==> config.mk <==
export PLATFORM = sky130hd
export DESIGN_NAME = fetch_queue_flat
export DESIGN_NICKNAME = d
export VERILOG_FILES = /design/src/rtl/kgp_fetch_pkg.sv /design/src/rtl/fetch_queue_if.sv /design/src/rtl/fetch_fifo.sv /design/src/rtl/fetch_queue.sv /design/src/flat_wrapper.sv
export SDC_FILE = /design/constraint.sdc
export NUM_CORES = 1
export LEC_CHECK = 0
export CAP_MARGIN = 20
export CORE_MARGIN = 3
export CORE_UTILIZATION = 52
export CTS_CLUSTER_DIAMETER = 100
export DETAILED_ROUTE_END_ITERATION = 12
export MAX_ROUTING_LAYER = met4
export PLACE_DENSITY = 0.77
export SYNTH_ARGS = -nofsm -noshare
export SYNTH_HDL_FRONTEND = slang
export SYNTH_SLANG_ARGS = --single-unit
==> constraint.sdc <==
create_clock -name clk -period 3.6 [get_ports clk]
set_clock_uncertainty 0.1 [all_clocks]
set_input_delay 0.36 -clock clk [delete_from_list [all_inputs] [get_ports clk]]
set_output_delay 0.36 -clock clk [all_outputs]
set_load 0.01 [all_outputs]
==> src/rtl/kgp_fetch_pkg.sv <==
// kgp_fetch_pkg: shared constants, helpers and types for the KGP-RISC fetch front end.
//   ADDR_W_DEF / INSTR_W_DEF : default word-address and instruction widths
//   log2_depth()             : pointer width for a power-of-two queue depth
//   fetch_entry_t            : queue entry {instr, pc} at the default widths
package kgp_fetch_pkg;

   localparam int ADDR_W_DEF  = 8;
   localparam int INSTR_W_DEF = 32;

   function automatic int log2_depth(input int depth);
      int r;
      r = 0;
      while ((1 << r) < depth) r++;
      return r;
   endfunction

   typedef struct packed {
      logic [INSTR_W_DEF-1:0] instr;
      logic [ADDR_W_DEF-1:0]  pc;
   } fetch_entry_t;

endpackage

==> src/rtl/fetch_queue_if.sv <==
// fetch_queue_if: instruction-memory read port plus decode handshake.
//   imem_en/imem_addr -> memory, imem_rdata <- memory (1-cycle latency)
//   dec_valid/dec_instr/dec_pc -> decode, dec_ready <- decode
//   master: fetch front end; slave: memory + decode side
interface fetch_queue_if
   import kgp_fetch_pkg::*;
#(
   parameter int ADDR_W  = ADDR_W_DEF,
   parameter int INSTR_W = INSTR_W_DEF
);
   logic               imem_en;
   logic [ADDR_W-1:0]  imem_addr;
   logic [INSTR_W-1:0] imem_rdata;
   logic               dec_valid;
   logic [INSTR_W-1:0] dec_instr;
   logic [ADDR_W-1:0]  dec_pc;
   logic               dec_ready;

   modport master (
      output imem_en, imem_addr, dec_valid, dec_instr, dec_pc,
      input  imem_rdata, dec_ready
   );

   modport slave (
      input  imem_en, imem_addr, dec_valid, dec_instr, dec_pc,
      output imem_rdata, dec_ready
   );
endinterface

==> src/rtl/fetch_fifo.sv <==
// fetch_fifo: generic synchronous FIFO with flush.
//   clk, rst_n        : clock, async active-low reset
//   push/wr_data      : write tail (accepted when not full, or full with pop)
//   pop               : remove head (ignored when empty)
//   flush             : discard all entries, takes priority over push
//   rd_data           : head entry; while empty it holds the last entry presented
//   full, empty, count: occupancy status
module fetch_fifo
   import kgp_fetch_pkg::*;
#(
   parameter  int WIDTH = 40,
   parameter  int DEPTH = 4,
   localparam int PTR_W = log2_depth(DEPTH),
   localparam int CNT_W = PTR_W + 1
) (
   input  logic             clk,
   input  logic             rst_n,
   input  logic             push,
   input  logic [WIDTH-1:0] wr_data,
   input  logic             pop,
   input  logic             flush,
   output logic [WIDTH-1:0] rd_data,
   output logic             full,
   output logic             empty,
   output logic [CNT_W-1:0] count
);

   logic [WIDTH-1:0] mem [DEPTH];
   logic [PTR_W-1:0] rd_ptr, wr_ptr, prev_ptr, rd_next;
   logic [CNT_W-1:0] count_q;
   logic             do_pop, do_push;

   assign empty   = (count_q == '0);
   assign full    = (count_q == CNT_W'(DEPTH));
   assign count   = count_q;
   assign do_pop  = pop && !empty;
   assign do_push = push && (!full || do_pop);

   assign prev_ptr = rd_ptr - PTR_W'(1);
   assign rd_next  = rd_ptr + PTR_W'(1);

   // The slot behind rd_ptr is never overwritten while empty, so it still holds
   // the entry that was last on the output.
   assign rd_data = empty ? mem[prev_ptr] : mem[rd_ptr];

   always_ff @(posedge clk or negedge rst_n) begin
      if (!rst_n) begin
         rd_ptr  <= '0;
         wr_ptr  <= '0;
         count_q <= '0;
         for (int i = 0; i < DEPTH; i++) mem[i] <= '0;
      end else if (flush) begin
         // Step past the displayed head so it becomes the held value.
         rd_ptr  <= empty ? rd_ptr : rd_next;
         wr_ptr  <= empty ? rd_ptr : rd_next;
         count_q <= '0;
      end else begin
         if (do_push) begin
            mem[wr_ptr] <= wr_data;
            wr_ptr      <= wr_ptr + PTR_W'(1);
         end
         if (do_pop) rd_ptr <= rd_next;
         count_q <= count_q + CNT_W'(do_push) - CNT_W'(do_pop);
      end
   end

endmodule

==> src/rtl/fetch_queue.sv <==
// fetch_queue: KGP-RISC instruction-fetch front end with DEPTH-entry prefetch queue.
//   clk, rst_n      : clock, async active-low reset
//   bus (master)    : imem read port and decode valid/ready handshake
//   redirect_valid/redirect_addr : taken branch/jump, flushes queue and in-flight read
//   halt            : level, blocks new fetches
//   line_no         : pc of most recently accepted instruction
//   empty           : queue empty and nothing in flight
// Optional (FETCH_PERF_EN): perf_fetched, perf_flushed saturating 32-bit counters.
module fetch_queue
   import kgp_fetch_pkg::*;
#(
   parameter int                ADDR_W     = ADDR_W_DEF,
   parameter int                INSTR_W    = INSTR_W_DEF,
   parameter int                DEPTH      = 4,
   parameter logic [ADDR_W-1:0] START_ADDR = '0
) (
   input  logic              clk,
   input  logic              rst_n,
   fetch_queue_if.master     bus,
   input  logic              redirect_valid,
   input  logic [ADDR_W-1:0] redirect_addr,
   input  logic              halt,
   output logic [ADDR_W-1:0] line_no,
   output logic              empty
`ifdef FETCH_PERF_EN
   ,
   output logic [31:0]       perf_fetched,
   output logic [31:0]       perf_flushed
`endif
);

   localparam int CNT_W = log2_depth(DEPTH) + 1;

   typedef struct packed {
      logic [INSTR_W-1:0] instr;
      logic [ADDR_W-1:0]  pc;
   } entry_t;

   logic [ADDR_W-1:0] pc, inflight_pc;
   logic              epoch, inflight, inflight_epoch;
   logic              issue, pop, push, room;
   logic [CNT_W-1:0]  fifo_count, occ_after;
   logic              fifo_full, fifo_empty;
   entry_t            wr_entry, head;

   assign pop = !fifo_empty && bus.dec_ready;

   // Entries plus outstanding read once this cycle's pop is taken.
   assign occ_after = fifo_count - CNT_W'(pop) + CNT_W'(inflight);
   assign room      = (!fifo_full || pop) && (occ_after < CNT_W'(DEPTH));

   // rst_n gates the strobe so no read leaves while reset is held.
   assign issue = rst_n && !halt && !redirect_valid && room;

   // Redirect blocks issue, so the tag check only matters if that ever changes;
   // the flush already drops a read returning in the redirect cycle.
   assign push = inflight && (inflight_epoch == epoch);

   assign wr_entry.instr = bus.imem_rdata;
   assign wr_entry.pc    = inflight_pc;

   fetch_fifo #(
      .WIDTH ($bits(entry_t)),
      .DEPTH (DEPTH)
   ) u_fifo (
      .clk     (clk),
      .rst_n   (rst_n),
      .push    (push),
      .wr_data (wr_entry),
      .pop     (pop),
      .flush   (redirect_valid),
      .rd_data (head),
      .full    (fifo_full),
      .empty   (fifo_empty),
      .count   (fifo_count)
   );

   always_ff @(posedge clk or negedge rst_n) begin
      if (!rst_n) begin
         pc             <= START_ADDR;
         epoch          <= 1'b0;
         inflight       <= 1'b0;
         inflight_epoch <= 1'b0;
         inflight_pc    <= '0;
         line_no        <= '0;
      end else begin
         if (pop) line_no <= head.pc;
         inflight <= issue;
         if (redirect_valid) begin
            pc    <= redirect_addr;
            epoch <= ~epoch;
         end else if (issue) begin
            pc             <= pc + ADDR_W'(1);
            inflight_pc    <= pc;
            inflight_epoch <= epoch;
         end
      end
   end

   assign bus.imem_en   = issue;
   assign bus.imem_addr = pc;
   assign bus.dec_valid = !fifo_empty;
   assign bus.dec_instr = head.instr;
   assign bus.dec_pc    = head.pc;
   assign empty         = fifo_empty && !inflight;

`ifdef FETCH_PERF_EN
   logic [32:0] flushed_sum;

   // On redirect occ_after is exactly what gets thrown away: queued entries not
   // popped this cycle plus the outstanding read.
   assign flushed_sum = {1'b0, perf_flushed} + 33'(occ_after);

   always_ff @(posedge clk or negedge rst_n) begin
      if (!rst_n) begin
         perf_fetched <= '0;
         perf_flushed <= '0;
      end else begin
         if (pop && (perf_fetched != '1)) perf_fetched <= perf_fetched + 32'd1;
         if (redirect_valid) perf_flushed <= flushed_sum[32] ? '1 : flushed_sum[31:0];
      end
   end
`endif

endmodule
==> src/flat_wrapper.sv <==
// flat-port wrapper written by rule: the top's interface ports become plain ports
module fetch_queue_flat import kgp_fetch_pkg::*;
#(
   parameter int                ADDR_W     = ADDR_W_DEF,
   parameter int                INSTR_W    = INSTR_W_DEF,
   parameter int                DEPTH      = 4,
   parameter logic [ADDR_W-1:0] START_ADDR = '0
)
  (clk, rst_n, redirect_valid, redirect_addr, halt, line_no, empty, bus_imem_en, bus_imem_addr, bus_dec_valid, bus_dec_instr, bus_dec_pc, bus_imem_rdata, bus_dec_ready);
  fetch_queue_if #(.ADDR_W(ADDR_W), .INSTR_W(INSTR_W)) bus_i ();
  input  logic clk;
  input  logic rst_n;
  input  logic redirect_valid;
  input  logic [ADDR_W-1:0] redirect_addr;
  input  logic halt;
  output logic [ADDR_W-1:0] line_no;
  output logic empty;
  output wire logic [$bits(bus_i.imem_en)-1:0] bus_imem_en;
  output wire logic [$bits(bus_i.imem_addr)-1:0] bus_imem_addr;
  output wire logic [$bits(bus_i.dec_valid)-1:0] bus_dec_valid;
  output wire logic [$bits(bus_i.dec_instr)-1:0] bus_dec_instr;
  output wire logic [$bits(bus_i.dec_pc)-1:0] bus_dec_pc;
  input wire logic [$bits(bus_i.imem_rdata)-1:0] bus_imem_rdata;
  input wire logic [$bits(bus_i.dec_ready)-1:0] bus_dec_ready;
  assign bus_imem_en = bus_i.imem_en;
  assign bus_imem_addr = bus_i.imem_addr;
  assign bus_dec_valid = bus_i.dec_valid;
  assign bus_dec_instr = bus_i.dec_instr;
  assign bus_dec_pc = bus_i.dec_pc;
  assign bus_i.imem_rdata = bus_imem_rdata;
  assign bus_i.dec_ready = bus_dec_ready;
  fetch_queue #(.ADDR_W(ADDR_W), .INSTR_W(INSTR_W), .DEPTH(DEPTH), .START_ADDR(START_ADDR)) u_core (.clk(clk), .rst_n(rst_n), .bus(bus_i), .redirect_valid(redirect_valid), .redirect_addr(redirect_addr), .halt(halt), .line_no(line_no), .empty(empty));
endmodule
==> impl_results.html <==
<table>
<tr><th>Metric</th><th>Value</th></tr>
<tr><th colspan="2">Status</th></tr>
<tr><td>Result of the run</td><td>finished, final reports clean</td></tr>
<tr><th colspan="2">Route</th></tr>
<tr><td>Via total after detailed routing</td><td>7,534</td></tr>
<tr><td>Mean number of vias per cell</td><td>6.34</td></tr>
<tr><td>Number of iterations in the first detailed-routing pass</td><td>5</td></tr>
<tr><td>Wire length after detailed routing</td><td>24,300 µm</td></tr>
<tr><td>Routed length per instance</td><td>20.4 µm</td></tr>
<tr><td>Count of unresolved DRC violations after routing</td><td>0</td></tr>
<tr><td>Drt first-iter violations</td><td>567</td></tr>
<tr><td>Antenna-violating nets left</td><td>0</td></tr>
<tr><th colspan="2">Yosys</th></tr>
<tr><td>Top FF cell, synth</td><td>sky130_fd_sc_hd__dfrtp_1</td></tr>
<tr><td>Cell area after synthesis</td><td>10,100 µm²</td></tr>
<tr><td>Synth async-reset ratio</td><td>100%</td></tr>
<tr><td>Post-synthesis cell count</td><td>847</td></tr>
<tr><td>Number of synthesis warnings</td><td>0</td></tr>
<tr><td>Count of distinct cell types in the synthesized netlist</td><td>46</td></tr>
<tr><td>Average cell area after synthesis</td><td>11.9 µm²</td></tr>
<tr><td>Post-synthesis sequential area ratio</td><td>48.2%</td></tr>
<tr><td>Post-synth EDFFs</td><td>0</td></tr>
<tr><td>Seq cells post-synth</td><td>194</td></tr>
<tr><td>Mapped Nets</td><td>902</td></tr>
<tr><th colspan="2">Critical path</th></tr>
<tr><td>Required time of the worst setup path</td><td>3.14 ns</td></tr>
<tr><td>Endpoint of the worst register-to-register path</td><td>u_core.inflight_pc[4]$_DFFE_PN0P_</td></tr>
<tr><td>Kind of end point of the critical path</td><td>output pin</td></tr>
<tr><td>Startpoint Class</td><td>flop</td></tr>
<tr><td>Worst reg2reg setup slack</td><td>0.61 ns</td></tr>
<tr><td>Critical path peak fanout</td><td>95</td></tr>
<tr><td>Source of the worst register-to-register timing path</td><td>u_core.u_fifo.count[1]$_DFF_PN0_</td></tr>
<tr><td>Maximum single-stage delay on the critical path</td><td>0.57 ns</td></tr>
<tr><td>Library cell appearing most often on the critical path</td><td>sky130_fd_sc_hd__o22ai_1</td></tr>
<tr><td>Highest-delay cell along the critical path</td><td>sky130_fd_sc_hd__clkbuf_8</td></tr>
<tr><td>Critical Path, Cell by Cell</td><td>nor3_4 &gt; clkbuf_8 &gt; o22ai_1 &gt; o22ai_1 &gt; a21boi_0 &gt; clkdlybuf4s50_1</td></tr>
<tr><td>Number of cell instances on the worst register-to-register path</td><td>12</td></tr>
<tr><td>Crit path DAT</td><td>2.96 ns</td></tr>
<tr><td>Kind of critical path</td><td>reg2out</td></tr>
<tr><th colspan="2">Final layout</th></tr>
<tr><td>Filler Cells Inserted</td><td>1,475</td></tr>
<tr><td>Most common cell after layout, fill and taps aside</td><td>sky130_fd_sc_hd__mux2_2</td></tr>
<tr><td>Final cell count without fillers</td><td>1,188</td></tr>
<tr><td>Count of antenna diodes in the layout</td><td>0</td></tr>
<tr><td>Commonest non-fill, non-tap cells in the layout</td><td>209 x sky130_fd_sc_hd__mux2_2, 192 x sky130_fd_sc_hd__dfrtp_1, 101 x sky130_fd_sc_hd__clkdlybuf4s50_1, 64 x sky130_fd_sc_hd__o221ai_1, 34 x sky130_fd_sc_hd__or3_1</td></tr>
<tr><td>Number of nets in the finished design</td><td>970</td></tr>
<tr><td>Proportion of layout cells with a drive suffix above 1</td><td>30.0%</td></tr>
<tr><td>Synth-to-layout area growth</td><td>19.9%</td></tr>
<tr><th colspan="2">Clocking</th></tr>
<tr><td>H-Tree Level Count</td><td>4</td></tr>
<tr><td>Latest clock arrival within the worst-skew pair</td><td>0.43 ns</td></tr>
<tr><td>Buffer type at the clock tree root</td><td>sky130_fd_sc_hd__clkbuf_16</td></tr>
<tr><td>Clock buffers created by TritonCTS</td><td>17</td></tr>
<tr><td>Sink count of the clock tree</td><td>194</td></tr>
<tr><td>CTS tree</td><td>built</td></tr>
<tr><td>Clk pin slew, worst setup/hold paths</td><td>0.07 ns</td></tr>
<tr><td>Post-CTS setup buffer count</td><td>0</td></tr>
<tr><td>Max Buffers Root-to-Sink</td><td>2</td></tr>
<tr><th colspan="2">Power and ir drop</th></tr>
<tr><td>Switching power</td><td>4.67 mW</td></tr>
<tr><td>Net Sw Frac</td><td>39.1%</td></tr>
<tr><td>Power Dens Cells</td><td>990 nW/µm²</td></tr>
<tr><td>Part of the power in the clock network</td><td>16.6%</td></tr>
<tr><td>Sequential Power Share</td><td>29.4%</td></tr>
<tr><td>Leak Pwr</td><td>5.48 nW</td></tr>
<tr><td>Internal power consumption</td><td>7.28 mW</td></tr>
<tr><td>Peak VDD IR</td><td>1160 µV</td></tr>
<tr><td>Combinational share of power</td><td>54.0%</td></tr>
<tr><th colspan="2">Placed design</th></tr>
<tr><td>Detailed placer's ending HPWL</td><td>14,400 µm</td></tr>
<tr><td>Number of placed cells counting well taps</td><td>1,155</td></tr>
<tr><td>Port Buffers</td><td>103</td></tr>
<tr><td>RD Place Congestion</td><td>0.836</td></tr>
<tr><th colspan="2">Timing</th></tr>
<tr><td>Max-slew violation count</td><td>0</td></tr>
<tr><td>Max-slew headroom at the worst pin</td><td>38.8%</td></tr>
<tr><td>Final setup violation count</td><td>0</td></tr>
<tr><td>RSZ-0062 raised after global routing</td><td>false</td></tr>
<tr><td>Min Hold Slack</td><td>0.296 ns</td></tr>
<tr><td>Max Freq</td><td>293 MHz</td></tr>
<tr><td>Setup TNS</td><td>0 ns</td></tr>
<tr><td>Fin crit share</td><td>95.0%</td></tr>
<tr><td>Final critical delay including setup and external delays</td><td>3.42 ns</td></tr>
<tr><td>Worst Max-Slew Pin Slew</td><td>0.918 ns</td></tr>
<tr><td>Number of hold-slack violations in the final timing report</td><td>0</td></tr>
<tr><th colspan="2">GRT</th></tr>
<tr><td>GRT Residual Overflow</td><td>0</td></tr>
<tr><td>Vias in the first global route</td><td>7,697</td></tr>
<tr><td>Global-route wire length before repair</td><td>40,000 µm</td></tr>
<tr><td>Antenna violations before repair</td><td>0</td></tr>
<tr><td>Global router's overall resource usage</td><td>23.7%</td></tr>
<tr><td>Pin count of the biggest net entering global routing</td><td>105</td></tr>
<tr><th colspan="2">Floorplan</th></tr>
<tr><td>I/O Pins</td><td>104</td></tr>
<tr><td>Initial core utilization</td><td>53.5%</td></tr>
<tr><td>CORE AREA</td><td>18,800 µm²</td></tr>
<tr><td>Die Wd</td><td>145 µm</td></tr>
<tr><td>Number of cell rows</td><td>50</td></tr>
<tr><td>Total Die Area</td><td>21,100 µm²</td></tr>
<tr><td>Chip Height</td><td>145 µm</td></tr>
<tr><th colspan="2">Min path</th></tr>
<tr><td>Worst Hold Class</td><td>in2async</td></tr>
<tr><th colspan="2">Run</th></tr>
<tr><td>Max-cap violations</td><td>0</td></tr>
</table>
[flip-flops by register name, summed over array words and instances, names as in the netlist]
register,count
u_core.u_fifo.mem,160
u_core.bus.imem_addr,8
u_core.inflight_pc,8
u_core.line_no,8
u_core.u_fifo.count,3
u_core.u_fifo.rd_ptr,2
u_core.u_fifo.wr_ptr,2
u_core.epoch,1
u_core.inflight,1
u_core.inflight_epoch,1
[power by group through the flow]
| stage | Clock [mW] | Sequential (mW) | Combinational, mW |
|---|---|---|---|
| finish | 1.99 | 3.51 | 6.45 |
| global route | 2.13 | 3.60 | 6.98 |
| CTS | 2.02 | 3.49 | 6.43 |
| detailed placement | 0 | 3.52 | 6.37 |
| global placement | 0 | 3.48 | 6.24 |
| floorplan | 0 | 3.36 | 4.03 |
[synth_stat cells, types with 7 or more instances]
cell	count	area share, %
sky130_fd_sc_hd__o22ai_1	14	0.87
sky130_fd_sc_hd__a21o_1	7	0.52
sky130_fd_sc_hd__o21ai_0	12	0.60
sky130_fd_sc_hd__clkbuf_1	62	2.3
sky130_fd_sc_hd__nand2_1	28	1.0
sky130_fd_sc_hd__a22o_1	7	0.61
sky130_fd_sc_hd__a21boi_0	10	0.75
sky130_fd_sc_hd__dfrtp_1	194	48
sky130_fd_sc_hd__nor2_1	19	0.71
sky130_fd_sc_hd__o31ai_1	32	2.4
sky130_fd_sc_hd__mux2_2	209	23
sky130_fd_sc_hd__o221ai_1	64	5.6
sky130_fd_sc_hd__buf_2	13	0.65
sky130_fd_sc_hd__a311oi_1	7	0.61
sky130_fd_sc_hd__o211ai_1	12	0.90
sky130_fd_sc_hd__nand3_1	7	0.35
sky130_fd_sc_hd__a22oi_1	32	2.4
sky130_fd_sc_hd__ha_1	9	1.1
sky130_fd_sc_hd__inv_1	11	0.41
sky130_fd_sc_hd__nor3_1	18	0.90
sky130_fd_sc_hd__or3_1	34	2.1
[layout make-up]
type	count	area, µm²	share of cell area (%)
Multi-Input combinational cell	561	4880	40.4
Sequential cell	194	4860	40.3
Timing Repair Buffer	128	1330	11.1
Clock buffer	23	498	4.13
Tap cell	260	325	2.70
Clock inverter	9	126	1.05
Inverter	13	48.8	0.404
[how the worst max path moves through the flow]
stage | from | endpoint | slack [ns] | cells after the start
after floorplan | u_core.u_fifo.count[1]$_DFF_PN0_ | u_core.inflight_epoch$_DFFE_PN0P_ | 0.002 | 14
after global placement | bus_dec_ready | bus_imem_en | 0.26 | 10
after detailed placement | bus_dec_ready | bus_imem_en | 0.22 | 10
after CTS | u_core.u_fifo.count[1]$_DFF_PN0_ | bus_dec_instr[27] | 0.05 | 5
after global routing | u_core.u_fifo.count[1]$_DFF_PN0_ | bus_dec_pc[0] | 0.02 | 6
final | u_core.u_fifo.count[1]$_DFF_PN0_ | bus_dec_pc[0] | 0.18 | 6
[cell families after synthesis]
family	count (synthesis)	share of synthesized area [%]
AND/OR/NAND/NOR	120	6.10
AO/OA/AOI/OAI	211	16.4
flip-flops	194	48.2
buffers and inverters	92	3.59
XOR/XNOR	8	0.696
adder cells (fa/ha/maj)	10	1.32
multiplexers	212	23.7
[worst max-delay path: cells and delay by family (launching register included)]
kind / cells / cell delay [ns]
buffers and inverters: 2 / 1.14
and+or+nand+nor: 1 / 0.24
AOI/OAI and AO/OA: 3 / 0.62
DFF: 1 / 0.47
[per-layer routing]
metal  track usage, %  part of all wire [%]  vias up
met3             3.44                   4.2       27
li1                 -                     -     3410
met4             7.79                   1.4        0
met5                -                     0        -
met2             36.6                    48      212
met1             32.5                    46     3885
[metrics by stage]
stage                     util [%]  power, mW  instance area [µm²]  setup slack, ns
after global placement        60.6       9.72                11400            0.263
after CTS                     64.1       11.9                12100           0.0508
final                         64.1       11.9                12100            0.182
after floorplan                  -       7.39                10100          0.00227
after detailed placement      60.7       9.89                11400            0.221
after global routing          64.1       12.7                12100           0.0248
[timing repair]
action                                 CTS  global route
endpoints found under the hold margin   28             0
hold buffers                             1             0
cloned                                   0             0
pin swaps                                0             0
resized for setup                        2             2
setup endpoints to repair                5             2
No activity file was read; power rests on OpenSTA's default activity.
